File: config.mk
export PLATFORM = sky130hd
export DESIGN_NAME = seg_scan_decoder
export DESIGN_NICKNAME = d
export VERILOG_FILES = /design/src/rtl/seg_scan_decoder.sv
export SDC_FILE = /design/constraint.sdc
export NUM_CORES = 1
export LEC_CHECK = 0
export CAP_MARGIN = 0
export CORE_MARGIN = 3
export CORE_UTILIZATION = 58
export DETAILED_ROUTE_END_ITERATION = 12
export GPL_TIMING_DRIVEN = 0
export HOLD_SLACK_MARGIN = 0.15
export PLACE_DENSITY_LB_ADDON = 0.2
export SYNTH_ARGS = -nofsm -noshare
export SYNTH_HDL_FRONTEND = slang
export SYNTH_SLANG_ARGS = --single-unit
export TNS_END_PERCENT = 30
File: constraint.sdc
create_clock -name clk -period 2.23 [get_ports clk]
set_clock_uncertainty 0.05 [all_clocks]
set_input_delay 0.446 -clock clk [delete_from_list [all_inputs] [get_ports clk]]
set_output_delay 0.446 -clock clk [all_outputs]
set_load 0.01 [all_outputs]
File: src/rtl/seg_scan_decoder.sv
`default_nettype none
// ============================================================================
// Module   : seg_scan_decoder
// Brief    : Debounces a multiplexed 7-segment scan bus, rebuilds five-digit
//            frames and decodes the free-space and nearest-slot digits.
// Revision : 1.0 - initial release
// ============================================================================
module seg_scan_decoder #(
    parameter int STABLE      = 4,
    parameter int TIMEOUT     = 1000,
    parameter int SPACE_DIGIT = 0,
    parameter int SLOT_DIGIT  = 1
) (
    input  logic       clk,
    input  logic       rst,
    input  logic [4:0] seg_select,
    input  logic [7:0] seg_data,
    output logic [2:0] space_count,
    output logic [1:0] near_slot,
    output logic       frame_valid,
    output logic       decode_err,
    output logic       link_lost
);

    localparam int              c_TW        = $clog2(TIMEOUT + 1);
    localparam logic [3:0]      c_STABLE    = 4'(STABLE);
    localparam logic [3:0]      c_STABLE_M1 = 4'(STABLE - 1);
    localparam logic [c_TW-1:0] c_TIMEOUT   = c_TW'(TIMEOUT);
    localparam logic [c_TW-1:0] c_TONE      = c_TW'(1);
    localparam logic [3:0]      c_BLANK     = 4'hA;
    localparam logic [3:0]      c_ILLEGAL   = 4'hF;

    typedef enum logic [0:0] {
        ST_COLLECT = 1'b0,
        ST_COMMIT  = 1'b1
    } state_t;

    state_t          r_state;
    state_t          w_state_next;

    logic [4:0]      r_sel;
    logic [4:0]      r_prev_sel;
    logic [6:0]      r_dat;
    logic [6:0]      r_prev_dat;
    logic [3:0]      r_stab;
    logic [4:0]      r_seen;
    logic [6:0]      r_slot [5];
    logic [c_TW-1:0] r_tcnt;

    logic            w_onehot;
    logic            w_same;
    logic            w_accept;
    logic [4:0]      w_acc_mask;
    logic [3:0]      w_space_val;
    logic [3:0]      w_slot_val;
    logic            w_space_ok;
    logic            w_slot_ok;
    logic [c_TW-1:0] w_tcnt_inc;
    logic            w_unused;

    // Decimal point is carried on the bus but has no meaning here.
    assign w_unused = seg_data[7];

    function automatic logic [3:0] f_decode(input logic [6:0] pat);
        case (pat)
            7'h3F:   f_decode = 4'd0;
            7'h06:   f_decode = 4'd1;
            7'h5B:   f_decode = 4'd2;
            7'h4F:   f_decode = 4'd3;
            7'h66:   f_decode = 4'd4;
            7'h6D:   f_decode = 4'd5;
            7'h7D:   f_decode = 4'd6;
            7'h07:   f_decode = 4'd7;
            7'h7F:   f_decode = 4'd8;
            7'h6F:   f_decode = 4'd9;
            7'h00:   f_decode = c_BLANK;
            default: f_decode = c_ILLEGAL;
        endcase
    endfunction

    assign w_onehot   = (r_sel != 5'd0) && ((r_sel & (r_sel - 5'd1)) == 5'd0);
    assign w_same     = (r_sel == r_prev_sel) && (r_dat == r_prev_dat);
    // Fires only on the step into STABLE, so a held pattern is taken once.
    assign w_accept   = w_onehot && w_same && (r_stab == c_STABLE_M1);
    assign w_acc_mask = w_accept ? r_sel : 5'd0;

    assign w_space_val = f_decode(r_slot[SPACE_DIGIT]);
    assign w_slot_val  = f_decode(r_slot[SLOT_DIGIT]);
    assign w_space_ok  = (w_space_val <= 4'd7);
    assign w_slot_ok   = (w_slot_val <= 4'd3);

    assign w_tcnt_inc  = (r_tcnt == c_TIMEOUT) ? r_tcnt : (r_tcnt + c_TONE);

    always_ff @(posedge clk) begin
        if (!rst) begin
            r_state <= ST_COLLECT;
        end else begin
            r_state <= w_state_next;
        end
    end

    always_comb begin
        w_state_next = ST_COLLECT;
        case (r_state)
            ST_COLLECT: begin
                if (&(r_seen | w_acc_mask)) begin
                    w_state_next = ST_COMMIT;
                end
            end
            ST_COMMIT: w_state_next = ST_COLLECT;
            default:   w_state_next = ST_COLLECT;
        endcase
    end

    generate
        for (genvar i = 0; i < 5; i++) begin : g_slot
            always_ff @(posedge clk) begin
                if (!rst) begin
                    r_slot[i] <= 7'd0;
                end else if (w_acc_mask[i]) begin
                    r_slot[i] <= r_dat;
                end
            end
        end
    endgenerate

    always_ff @(posedge clk) begin
        if (!rst) begin
            r_sel       <= 5'd0;
            r_prev_sel  <= 5'd0;
            r_dat       <= 7'd0;
            r_prev_dat  <= 7'd0;
            r_stab      <= 4'd0;
            r_seen      <= 5'd0;
            r_tcnt      <= '0;
            space_count <= 3'd0;
            near_slot   <= 2'd0;
            frame_valid <= 1'b0;
            decode_err  <= 1'b0;
            link_lost   <= 1'b0;
        end else begin
            r_sel      <= seg_select;
            r_dat      <= seg_data[6:0];
            r_prev_sel <= r_sel;
            r_prev_dat <= r_dat;

            if (!w_onehot) begin
                r_stab <= 4'd0;
            end else if (w_same) begin
                if (r_stab != c_STABLE) begin
                    r_stab <= r_stab + 4'd1;
                end
            end else begin
                r_stab <= 4'd1;
            end

            frame_valid <= 1'b0;
            if (r_state == ST_COMMIT) begin
                // A digit landing now belongs to the next frame.
                r_seen      <= w_acc_mask;
                frame_valid <= 1'b1;
                r_tcnt      <= '0;
                link_lost   <= 1'b0;
                if (w_space_ok) begin
                    space_count <= w_space_val[2:0];
                end else begin
                    decode_err <= 1'b1;
                end
                if (w_slot_ok) begin
                    near_slot <= w_slot_val[1:0];
                end else begin
                    decode_err <= 1'b1;
                end
            end else begin
                r_seen    <= r_seen | w_acc_mask;
                r_tcnt    <= w_tcnt_inc;
                link_lost <= (w_tcnt_inc == c_TIMEOUT);
            end
        end
    end

endmodule
`default_nettype wire

# [Word-level counts from Yosys, hierarchy flattened]
# Memories as Yosys holds them, arrays and structs flattened.
# Cells that the tools add are included.
[classes] n_lt_le_gt_ge=2 bitwise=9 n_mux=33 reduce_logical=15 eq_ne=28 addsub=3
[op_table] cell="== test 7 bit (second input constant)" n=14
[op_table] cell="case mux 4 bit (11 select lines)" n=2
[op_table] cell="2-to-1 mux 7 bit" n=5
[op_table] cell="== test 7 x 3 -> 1 bit (second input constant)" n=4
[op_table] cell="2-to-1 mux 1 bit" n=22
[op_table] cell="== test 10 bit (second input constant)" n=2
[op_table] cell="== test 7 x 6 -> 1 bit (second input constant)" n=2
[op_table] cell="logical NOT 7 bit" n=2
[op_table] cell="adder 10 x 1 -> 10 bit (second input constant)" n=1
[op_table] cell="2-to-1 mux 10 bit" n=1
[op_table] cell="2-to-1 mux 5 bit" n=2
[op_table] cell="AND reduction 2 bit" n=4
[op_table] cell="== test 7 bit" n=1
[op_table] cell="bitwise AND 5 bit" n=1
[op_table] cell="== test 5 bit" n=1
[op_table] cell="logical NOT 5 bit" n=1
[op_table] cell="bitwise OR 1 bit" n=5
[op_table] cell="bitwise OR 5 bit" n=1
[op_table] cell="AND reduction 5 bit" n=1
[op_table] cell="nonzero test 5 bit" n=1
[op_table] cell="subtractor 5 x 1 -> 5 bit (second input constant)" n=1
[op_table] cell="adder 4 x 1 -> 4 bit (second input constant)" n=1
[op_table] cell="== test 4 x 2 -> 1 bit (second input constant)" n=1
[op_table] cell="<= comparator 4 x 2 -> 1 bit (second input constant)" n=1
[op_table] cell="other kinds (9)" n=13
[totals] output_inout_bits=8 ramBits=35 reg_bits=52 inputBits=15 wordCells=105 memories=1
[mem_list] name="r_slot" words=5 width=7 read_ports=2 rd_clocked_by_memory_dff=0 write_ports=5 line="47" source="logic [6:0] r_slot [5];"

# [Longest topological paths before layout]
[logic_depth] ltp_word=11 depth_mapped=7 ltp_nobuf=7

# [Worst setup path before layout]
# No wires, ideal clock.
[synth_timing] kind="reg-to-reg" start="register r_stab[0]" end="memory r_slot[0][0] (enable)" path_slack_ns=0.225 path_stages_with_launch=6 setup_ns=0.324 required_ns=1.856 arrival_ns=1.631 synth_period_minus_slack_ns=2.005 path_cell_list="dfxtp_1 > ha_1 > nor3b_1 > and3_1 > nand4_2 > nand2_1"
[synth_lines] item="from (decl)" line="45" source="logic [3:0] r_stab;"
[synth_lines] item="from (signal assigned)" line="151" source="r_stab <= r_stab + 4'd1;"
[synth_lines] item="to (decl)" line="47"

==> results summary <==
The max-capacitance violation count is 0. The multiplexer fraction of the synthesized cell area is 0.657%. The routed wire length came out at around 5300 um. The cell depth of the worst flop-to-flop path came out at 6. The clock-pin slew on the worst setup and hold paths is 0.07 ns.

The tree built by TritonCTS fans out to between 60 and 70 sinks. TritonCTS built the clock tree. The post-detailed-placement half-perimeter wirelength is about 3800 um. The final hold slack came out at 0.439 ns. The residual antenna-violating net count after detailed routing is 0. Counting flops with a built-in enable in the synthesized netlist gives 14. The routability-driven placement congestion ratio is 0.818. The slew at the pin closest to its max-slew limit came out at 0.498 ns.

The initial core utilization came out at 62.1%. The clock network latency to the later pin of the worst-skew pair came out at ~0.34 ns. For this run, the share of the core covered by cells in the final layout is between 70% and 80%. The launching instance or port of the critical path is r_slot[0][4]$_SDFFCE_PN0P_. The number of clock buffers added by TritonCTS is 9.

The area fraction in compound gates after synthesis is 9.11%. The first global-routing pass estimated ~9300 um of wire. The remaining design rule violation count is 0. The slowest stage of the critical path belongs to the cell sky130_fd_sc_hd__or4b_4.

The type of origin of the critical path is a flop. The H-tree level count is 3. The number of primary I/O pins came out at 23. In this run the critical register-to-register path is launched from r_slot[0][4]$_SDFFCE_PN0P_. The first detailed-routing pass took 4 iterations. Using the TritonRoute via totals, the vias-per-cell ratio works out to 5.28. The signal arrival time at the worst endpoint came out at 2.28 ns.

The core region is 0.00491 mm^2. After global routing the overflow that remains totals 0. The critical path goes through or4b_4, a21oi_2, a311o_2, nand2_2, a211o_1, and3_1.

The final layout contains ~360 nets. Once the clock tree was built, the setup fixing pass inserted 0 buffers. The hold violation count in the final report came out at 0.

The buffering stage count on the worst path with inverters included is 0. The critical path is of the reg -> reg type. The overall via count from detail_route came out at between 2k and 2.5k. The post-synthesis average cell area is roughly 9.8 um^2. The finished layout holds 415 standard cells, fillers aside. The diode insertion count for antenna repair is 0. The xor-xnor portion of the synthesized cell area is 7.47%. The worst setup path is captured at a flop. The flow ran to the end, and the final reports show no timing, DRC or antenna violations.

The endpoint of the worst hold-timing path is r_seen[0]$_SDFF_PN0_. The post-cts hold buffer count came out at 0. Setup repair after global routing left no endpoint under its margin. The tree is rooted in a sky130_fd_sc_hd__clkbuf_8. For this design the ratio of total power to cell area is 698 mW/mm^2. The number of antenna violations at the first check in global routing was 0.

For this run, the top clock speed supported by timing is 476 MHz. The number of global-route vias before repair came out at 2,117. The placed instance count is 399. After synthesis, the netlist uses 57 different library cells. The most common flop cell mapped by yosys is sky130_fd_sc_hd__dfxtp_1. The data required time of the critical path came out at 2.41 ns. The maximum clock insertion buffer count is 2. In this run the core area contains 25 standard-cell rows. After layout, the worst path uses between 90% and 100% of the clock period. The async set or reset register ratio after synthesis came out at 0%. The relative max-transition margin came out at 66.8%. Synthesis produced a netlist with a net count of 330.

The per-cell routed wire length came out at 12.7 um. Along the worst path, the maximum fanout reaches 7. The worst hold path belongs to the class reg -> reg. The overall routing resource usage is between 10% and 20%. The count of port buffers added during placement came out at 21. Along the worst hold path, the cell count comes to 2. After synthesis the cells add up to just over 0.003 mm^2.

The library cells used most frequently in the layout, excluding fill and tap cells, are sky130_fd_sc_hd__dfxtp_1, sky130_fd_sc_hd__nor2_1, sky130_fd_sc_hd__nand2_1. The number of slew-limit violations in the final report is 0. The initial detailed-routing violation count came out at 64. Broken down by cell family, the worst path's largest delay share belongs to simple AND/OR/NAND/NOR gates. Of the cells placed in the final design, the portion with a size suffix greater than 1 is 11.8%.

The final period demand of the worst path came out at 2.10 ns. Setup violations remaining at the end of the flow were counted as 0. The beginning of the worst hold path is r_seen[0]$_SDFF_PN0_. The instance count of the mapped netlist came out at 311. The worst register-to-register path ends at space_count[2]$_SDFFE_PN0P_. By area, the combinational part of the netlist is dominated by simple AND/OR/NAND/NOR gates.

The overall die area is between 0.006 and 0.007 mm^2. The synthesized flop and latch total came out at 66. The share of synthesized cell area in full adder, half adder and majority cells came out at under 10%. The proportion of synthesized chip area in sequential cells is between 40% and 50%. The die outline width came out at ~80 um. The total of warnings raised by yosys is 0. For this design the static power due to leakage is 1.42 nW. The maximum number of pins on one net before global-route repair came out at 12.

After routing, the total negative slack on setup checks comes to 0 ns. On the worst path, the slowest cell contributes a delay of roughly 0.57 ns. Leaving out fill and tap cells, the most frequent cell in the layout is sky130_fd_sc_hd__dfxtp_1. The register-to-register setup slack is 0.13 ns.

The area growth from synthesis to layout is 16.7%. The worst IR drop on VDD came out at around 0.60 mV. The post-synthesis share of cell area spent on and, or, nand and nor gates came out at 28.2%.

The die extent in y came out at between 70 and 80 um.
per-layer routing:
metal  vias up  wire length (um)  track usage, %
met1      1002              2470            23.8
met5         -                 0               0
li1       1131                 -               -
met3        14               160            4.13
met4         0               147            11.0
met2        43              2510            31.8
through the flow:
step | worst slack, ns | total power [mW] | area, um^2
2_1_floorplan | 0.225 | 1.43 | 3050
3_3_place_gp | -0.0473 | 1.47 | 3340
3_5_place_dp | -0.0554 | 1.48 | 3340
4_1_cts | 0.139 | 2.50 | 3550
5_1_grt | 0.0523 | 2.59 | 3560
6_report | 0.131 | 2.48 | 3560
Yosys cell counts, types with 3 or more instances:
master	count	area share [%]
sky130_fd_sc_hd__and3_1	5	1.0
sky130_fd_sc_hd__buf_6	3	1.1
sky130_fd_sc_hd__nor3b_1	3	0.74
sky130_fd_sc_hd__a21oi_1	13	2.1
sky130_fd_sc_hd__edfxtp_1	14	14
sky130_fd_sc_hd__dfxtp_1	52	34
sky130_fd_sc_hd__xnor2_1	7	2.0
sky130_fd_sc_hd__nor2_1	36	4.4
sky130_fd_sc_hd__a31oi_1	3	0.62
sky130_fd_sc_hd__nor2b_1	10	2.1
sky130_fd_sc_hd__nor3_1	9	1.5
sky130_fd_sc_hd__xor2_1	19	5.5
sky130_fd_sc_hd__clkbuf_1	5	0.62
sky130_fd_sc_hd__inv_1	15	1.8
sky130_fd_sc_hd__nand3b_1	3	0.74
sky130_fd_sc_hd__ha_1	4	1.6
sky130_fd_sc_hd__nand2_1	23	2.8
sky130_fd_sc_hd__nand3_1	12	2.0
sky130_fd_sc_hd__o21ai_0	7	1.1
sky130_fd_sc_hd__and2_1	19	3.9
tightest hold or removal path, cell delays in order, from the launching register on:
cell                      delay (ns)
sky130_fd_sc_hd__dfxtp_1        0.30
sky130_fd_sc_hd__inv_1          0.06
sky130_fd_sc_hd__o21ai_0        0.08
worst max path at each step:
stage / end / slack (ns) / cells past startpoint
6_report: space_count[2]$_SDFFE_PN0P_ / 0.13 / 6
2_1_floorplan: r_slot[0][0]$_SDFFCE_PN0P_ / 0.22 / 5
5_1_grt: r_slot[1][0]$_SDFFCE_PN0P_ / 0.05 / 6
4_1_cts: space_count[2]$_SDFFE_PN0P_ / 0.14 / 6
3_5_place_dp: r_slot[0][3]$_SDFFCE_PN0P_ / -0.06 / 5
3_3_place_gp: r_slot[0][0]$_SDFFCE_PN0P_ / -0.05 / 5
layout make-up:
class / instances / area, um^2
sequential: 66 / 1460
clock buffer: 14 / 173
clock inverter: 2 / 35.0
tap: 67 / 83.8
buffer: 11 / 95.1
timing repair buffer: 21 / 210
inverter: 15 / 56.3
fill: 379 / 1350
multi-input combinational: 219 / 1440
report_power, final:
group	internal (mW)	switching (mW)
Clock	0.608	0.422
Sequential	1.25	0.0289
Combinational	0.0833	0.0919
registers in the layout, summed over array words and instances (netlist names):
name         cells
r_slot          14
r_tcnt          10
r_dat            7
r_prev_dat       7
r_prev_sel       5
r_seen           5
r_sel            5
r_stab           4
space_count      3
near_slot        2
decode_err       1
frame_valid      1
link_lost        1
r_state          1
cells by family (layout without fill, tap and decap cells):
family | Yosys count | in the layout
multiplexers | 2 | 2
flip-flops | 66 | 66
buffers and inverters | 26 | 63
XOR/XNOR | 26 | 26
AND/OR/NAND/NOR | 147 | 147
AO/OA/AOI/OAI | 40 | 40
adder cells (fa/ha/maj) | 4 | 4
timing repair:
action | in CTS | in global routing
endpoints found under the setup margin | 7 | 3
resized for setup | 1 | 1
endpoints found under the hold margin | 0 | 0
(Power assumes the default switching activity.)
